===== config.mk =====
export PLATFORM = sky130hd
export DESIGN_NAME = imem_ctrl
export DESIGN_NICKNAME = d
export VERILOG_FILES = /design/src/rtl/imem_ctrl_pkg.sv /design/src/rtl/imem_ctrl_byte_packer.sv /design/src/rtl/imem_ctrl.sv
export SDC_FILE = /design/constraint.sdc
export NUM_CORES = 1
export LEC_CHECK = 0
export ABC_AREA = 1
export CORE_MARGIN = 2
export CORE_UTILIZATION = 31
export CTS_CLUSTER_SIZE = 30
export DETAILED_ROUTE_END_ITERATION = 8
export PLACE_DENSITY = 0.61
export SLEW_MARGIN = 20
export SYNTH_ARGS = -nofsm -noshare
export SYNTH_HDL_FRONTEND = slang
export SYNTH_SLANG_ARGS = --single-unit

===== constraint.sdc =====
create_clock -name clk -period 25.5 [get_ports clk]
set_clock_uncertainty 0.05 [all_clocks]
set_input_delay 7.65 -clock clk [delete_from_list [all_inputs] [get_ports clk]]
set_output_delay 7.65 -clock clk [all_outputs]
set_load 0.02 [all_outputs]

===== src/rtl/imem_ctrl_pkg.sv =====
// Shared constants and types for the instruction-memory controller.
package imem_ctrl_pkg;

  localparam int INST_SIZE = 14;

  localparam logic [2:0] MODE_STALL = 3'd0;
  localparam logic [2:0] MODE_LOAD  = 3'd1;
  localparam logic [2:0] MODE_EXEC  = 3'd2;

  typedef enum logic [1:0] {
    LD_IDLE,
    LD_LEN,
    LD_DATA,
    LD_ERR
  } imem_ld_state_t;

endpackage


===== src/rtl/imem_ctrl_byte_packer.sv =====
// Little-endian 4-byte assembler: word_vld fires combinationally with the 4th byte.
// Accepts one byte per cycle with no backpressure; clr resets the byte index.
module imem_ctrl_byte_packer (
  input  logic        clk,
  input  logic        rst,
  input  logic        clr,
  input  logic        byte_vld,
  input  logic [7:0]  byte_dat,
  output logic        word_vld,
  output logic [31:0] word_dat
);

  logic [1:0]  idx;
  logic [23:0] lo;

  always_ff @(posedge clk or posedge rst) begin
    if (rst) begin
      idx <= '0;
      lo  <= '0;
    end else if (clr) begin
      idx <= '0;
      lo  <= '0;
    end else if (byte_vld) begin
      idx <= idx + 2'd1;
      case (idx)
        2'd0:    lo[7:0]   <= byte_dat;
        2'd1:    lo[15:8]  <= byte_dat;
        2'd2:    lo[23:16] <= byte_dat;
        default: ;
      endcase
    end
  end

  assign word_vld = byte_vld && (idx == 2'd3);
  assign word_dat = {byte_dat, lo};

endmodule


===== src/rtl/imem_ctrl.sv =====
// Shares the instruction BRAM port between the UART program loader and fetch.
// Fetch: 1-cycle latency, throughput 1; loader writes one cycle after each 4th byte, never stalls rx.
module imem_ctrl
  import imem_ctrl_pkg::*;
#(
  parameter int ADDR_W = INST_SIZE
) (
  input  logic              clk,
  input  logic              rst,
  input  logic [2:0]        mode,
  input  logic              rx_valid,
  input  logic [7:0]        rx_data,
  input  logic              fetch_req,
  input  logic [31:0]       fetch_pc,
  output logic [31:0]       fetch_inst,
  output logic              fetch_valid,
  output logic              fetch_misalign,
  output logic              load_busy,
  output logic              load_done,
  output logic              load_err,
  output logic [ADDR_W-1:0] bram_addr,
  output logic [31:0]       bram_din,
  output logic              bram_we,
  input  logic [31:0]       bram_dout
);

  localparam logic [32:0] CAP = 33'd1 << ADDR_W;

  imem_ld_state_t    state, state_n;
  logic              is_load, is_exec, exec_req;
  logic              arm, abort, done_set;
  logic              byte_acc, word_vld, wr_fire, pk_clr;
  logic [31:0]       word;
  logic [ADDR_W:0]   n_q, wcnt;
  logic [ADDR_W-1:0] addr_q, pc_idx;
  logic [31:0]       din_q, hold_q;
  logic              we_q, fv_q, mis_q, done_q, err_q;
  logic              unused_pc;

  assign is_load   = (mode == MODE_LOAD);
  assign is_exec   = (mode == MODE_EXEC);
  assign exec_req  = is_exec && fetch_req && !rst;
  assign pc_idx    = fetch_pc[ADDR_W+1:2];
  assign unused_pc = ^fetch_pc[31:ADDR_W+2];

  // Bytes arriving after the last word has been issued are dropped.
  assign byte_acc = rx_valid && is_load &&
                    ((state == LD_LEN) || ((state == LD_DATA) && (wcnt != n_q)));
  assign pk_clr   = (state == LD_IDLE) || (state == LD_ERR);
  assign wr_fire  = (state == LD_DATA) && word_vld;

  imem_ctrl_byte_packer u_packer (
    .clk      (clk),
    .rst      (rst),
    .clr      (pk_clr),
    .byte_vld (byte_acc),
    .byte_dat (rx_data),
    .word_vld (word_vld),
    .word_dat (word)
  );

  always_ff @(posedge clk or posedge rst) begin
    if (rst) state <= LD_IDLE;
    else     state <= state_n;
  end

  always_comb begin
    state_n  = state;
    abort    = 1'b0;
    done_set = 1'b0;
    case (state)
      LD_IDLE: if (is_load && arm) state_n = LD_LEN;
      LD_LEN: begin
        if (!is_load) begin
          state_n = LD_IDLE;
          abort   = 1'b1;
        end else if (word_vld) begin
          if (word == 32'd0) begin
            state_n  = LD_IDLE;
            done_set = 1'b1;
          end else if ({1'b0, word} > CAP) begin
            state_n = LD_ERR;
          end else begin
            state_n = LD_DATA;
          end
        end
      end
      LD_DATA: begin
        // The final write is already on the port once wcnt reaches N.
        if (wcnt == n_q) begin
          state_n  = LD_IDLE;
          done_set = 1'b1;
        end else if (!is_load) begin
          state_n = LD_IDLE;
          abort   = 1'b1;
        end
      end
      LD_ERR:  if (!is_load) state_n = LD_IDLE;
      default: state_n = LD_IDLE;
    endcase
  end

  always_ff @(posedge clk or posedge rst) begin
    if (rst) begin
      arm    <= 1'b1;
      n_q    <= '0;
      wcnt   <= '0;
      done_q <= 1'b0;
      err_q  <= 1'b0;
      we_q   <= 1'b0;
      din_q  <= '0;
      addr_q <= '0;
      fv_q   <= 1'b0;
      mis_q  <= 1'b0;
      hold_q <= '0;
    end else begin
      // A new load needs mode to leave LOAD and come back.
      if (!is_load)                                    arm <= 1'b1;
      else if (state == LD_IDLE && state_n == LD_LEN)  arm <= 1'b0;

      if (state == LD_LEN && word_vld) begin
        n_q  <= word[ADDR_W:0];
        wcnt <= '0;
      end else if (wr_fire) begin
        wcnt <= wcnt + (ADDR_W+1)'(1);
      end

      done_q <= done_set;
      err_q  <= (state_n == LD_ERR) || abort;

      we_q <= wr_fire;
      if (wr_fire) din_q <= word;

      if (exec_req)     addr_q <= pc_idx;
      else if (wr_fire) addr_q <= wcnt[ADDR_W-1:0];

      fv_q  <= exec_req;
      mis_q <= exec_req && (fetch_pc[1:0] != 2'd0);
      if (fv_q) hold_q <= bram_dout;
    end
  end

  // A fetch owns the port outright; a late loader write cannot corrupt it.
  assign bram_addr      = exec_req ? pc_idx : addr_q;
  assign bram_we        = we_q && !exec_req;
  assign bram_din       = din_q;
  assign fetch_valid    = fv_q;
  assign fetch_misalign = mis_q;
  assign fetch_inst     = fv_q ? bram_dout : hold_q;
  assign load_busy      = (state == LD_LEN) || (state == LD_DATA);
  assign load_done      = done_q;
  assign load_err       = err_q;

endmodule


==> results_dict.tcl <==
set metrics [dict create \
    status "finished clean" \
    via_count 5154 \
    yosysWarnings 0 \
    hpwl_um 11600 \
    overflow 0 \
    endpoint_kind "primary output" \
    grt_most_used_layer "met2" \
    finalHoldViolations 0 \
    hold_path.class "flop to flop" \
    cts-root-buf "clkbuf_16" \
    initial_core_util_pct 31.6 \
    fmax_mhz 53.4 \
    finalSetupViolations 0 \
    ys_seq_area_share_pct 53.7 \
    rsz0062_at_grt "false" \
    cts.sinks 142 \
    path_class "input port to primary output" \
    rows 53 \
    synth_most_common_cell "nand2_1" \
    antennaDiodeCount 0 \
    ant_nets 0 \
    grt_pass1_vias 5098 \
    synth_nets 808 \
    min_period_ns 18.73 \
    antenna_found_initial 0 \
    p_leak_nw 4.09 \
    drt-total-wl_um 16300 \
    drt-initial-drc-count 284 \
    cp_cell_sequence "clkdlybuf4s50_1 > inv_6 > nand3_1 > clkinv_1 > o21ai_0 > clkdlybuf4s50_1" \
    cp-start-kind "input port" \
    synth-edff-count 0 \
    core_um2 21000 \
    drive_gt1_share_pct 13.4 \
    maxCapViolations 0 \
    crit_path_frequent_cell "clkdlybuf4s50_1" \
    nNetsFinal 948 \
    met2_usage_pct 23.0 \
    grt_max_degree 81 \
    avgSynthCellArea_um2 9.19 \
    relSlewSlack_pct 50.8 \
    ys_top_cells_by_count "179 x nand2_1, 141 x dfrtp_1, 87 x inv_1, 51 x o21ai_0, 40 x nand3_1" \
    area_growth_pct 34.7 \
    synthTopCellsByArea "dfrtp_1 53%, nand2_1 10%, mux2_2 5.4%" \
    cp_slowest_cell "clkinv_1" \
    synth_top_cell_area_share_pct 53.3 \
    cp.required_ns 17.80 \
    cts_tree "done" \
    die_h_um 150 \
    grtUsageMet3_pct 4.55 \
    grt_pass1_wl_um 26500 \
    cts-hold-fix-buffers 0 \
    wl_per_cell_um 14.2 \
    ys.flop_type "dfrtp_1" \
    die_w_um 150 \
    portBuffers 146 \
    cts_resized 0 \
    place.gp.congestion 0.822 \
    ys_seq_elements 142 \
    grt_use_total_pct 15.0 \
    cp_slowest_stage_delay_ns 0.77 \
    cts_made_buffers 17 \
    cts.path.max_buffers 2 \
    syn_inst 720 \
    p_per_area_nw_per_um2 82.9 \
    dr.pass1.iters 5 \
    syn_area_um2 6620 \
    vdd_drop_max_mv 0.0395 \
    slew_viol_final 0 \
    ios 163 \
    fin_crit_sh_pct 73.5 \
    htree_levels 4 \
    tightest_slew_ns 0.737 \
    gr-usage-met1_pct 20.5 \
    cts_setup_buffers 0 \
    worst_slack_ns 6.77 \
    arrival_ns 11.03 \
    clkTransAtPathRegs_ns 0.06 \
    synth_top_area_cell "dfrtp_1" \
    setup_tns_ns 0 \
    critPathMaxFanout 64 \
    ys_async_sr_fraction_pct 100 \
    die_area_um2 22500 \
    dp_worst_setup_slack_ns 6.63 \
    drc 0 \
    synthDistinctLibCells 37 \
    clk_latency_ns 0.42 \
    viasPerCell 4.49 \
]
worst max-delay path: cells and delay by family:
kind | cells | cell delay (ns)
buffers and inverters | 4 | 2.19
and+or+nand+nor | 1 | 0.59
AOI/OAI and AO/OA | 1 | 0.52
layer usage:
metal	wire length (µm)	vias up
met4	225	0
met3	1230	15
li1	-	2599
met2	6980	160
met5	0	-
met1	7820	2380
power by group:
part	total [mW]	switching (mW)	leakage [nW]	internal [mW]
Combinational	0.194	0.117	2.05	0.0769
Sequential	0.272	0.0125	1.73	0.259
Clock	0.273	0.0941	0.314	0.178
Total	0.739	0.224	4.09	0.515
cell usage in the layout (no fill, tap or decap), types with 10 or more instances in the layout:
master	instances
dfrtp_1	141
clkdlybuf4s50_1	146
inv_1	86
mux2_2	32
o21ai_2	26
nor2_1	24
nand3_1	40
xor2_1	10
o211ai_1	13
inv_2	13
o21ai_0	51
o21ai_1	22
nand2_1	179
clkbuf_16	17
layout make-up:
cell class / instances / area [µm²]
Clock buffer: 21 / 460
Multi-Input combinational cell: 448 / 2490
Inverter: 102 / 390
Sequential cell: 142 / 3550
Timing Repair Buffer: 149 / 1490
Tap cell: 275 / 344
Fill cell: 2069 / 12000
Clock inverter: 10 / 185
kinds of logic after synthesis:
family / synth area share (%)
AO/OA/AOI/OAI: 11.0
XOR/XNOR: 1.46
adder cells (fa/ha/maj): 1.70
buffers and inverters: 8.68
flip-flops: 53.7
multiplexers: 5.45
AND/OR/NAND/NOR: 18.0
state kept, by name, summed over array words and instances (netlist names), 2 cells and up:
name          cells
bram_din         32
hold_q           32
u_packer.lo      24
n_q              15
wcnt             15
addr_q           14
state             2
u_packer.idx      2
per-stage QoR:
stage | power [mW] | std cells | cell area [µm²] | hold WS (ns) | utilization [%]
floorplan | 0.401 | 720 | 6620 | 0.403 | -
global route | 0.779 | 1147 | 8910 | 0.455 | 42.5
detailed placement | 0.473 | 1116 | 8260 | 0.416 | 39.4
finish | 0.739 | 1147 | 8910 | 0.426 | 42.5
CTS | 0.748 | 1147 | 8910 | 0.428 | 42.5
global placement | 0.469 | 1116 | 8260 | 0.407 | 39.4
final timing paths:
kind / end / depth (start not counted) / slack (ns) / startpoint
worst max-delay path: bram_addr[10] / 6 / 6.77 / rst
min in group asynchronous: hold_q[25] / 2 / 7.63 / rst
max in group asynchronous: bram_din[15] / 3 / 16.64 / rst
worst max register to register: addr_q[4] / 9 / 22.64 / state[1]
worst min-delay path: bram_din[29] / 2 / 0.43 / bram_din[29]
worst min register to register: bram_din[29] / 2 / 0.43 / bram_din[29]
Note: power is estimated with default switching activity, not from simulation.
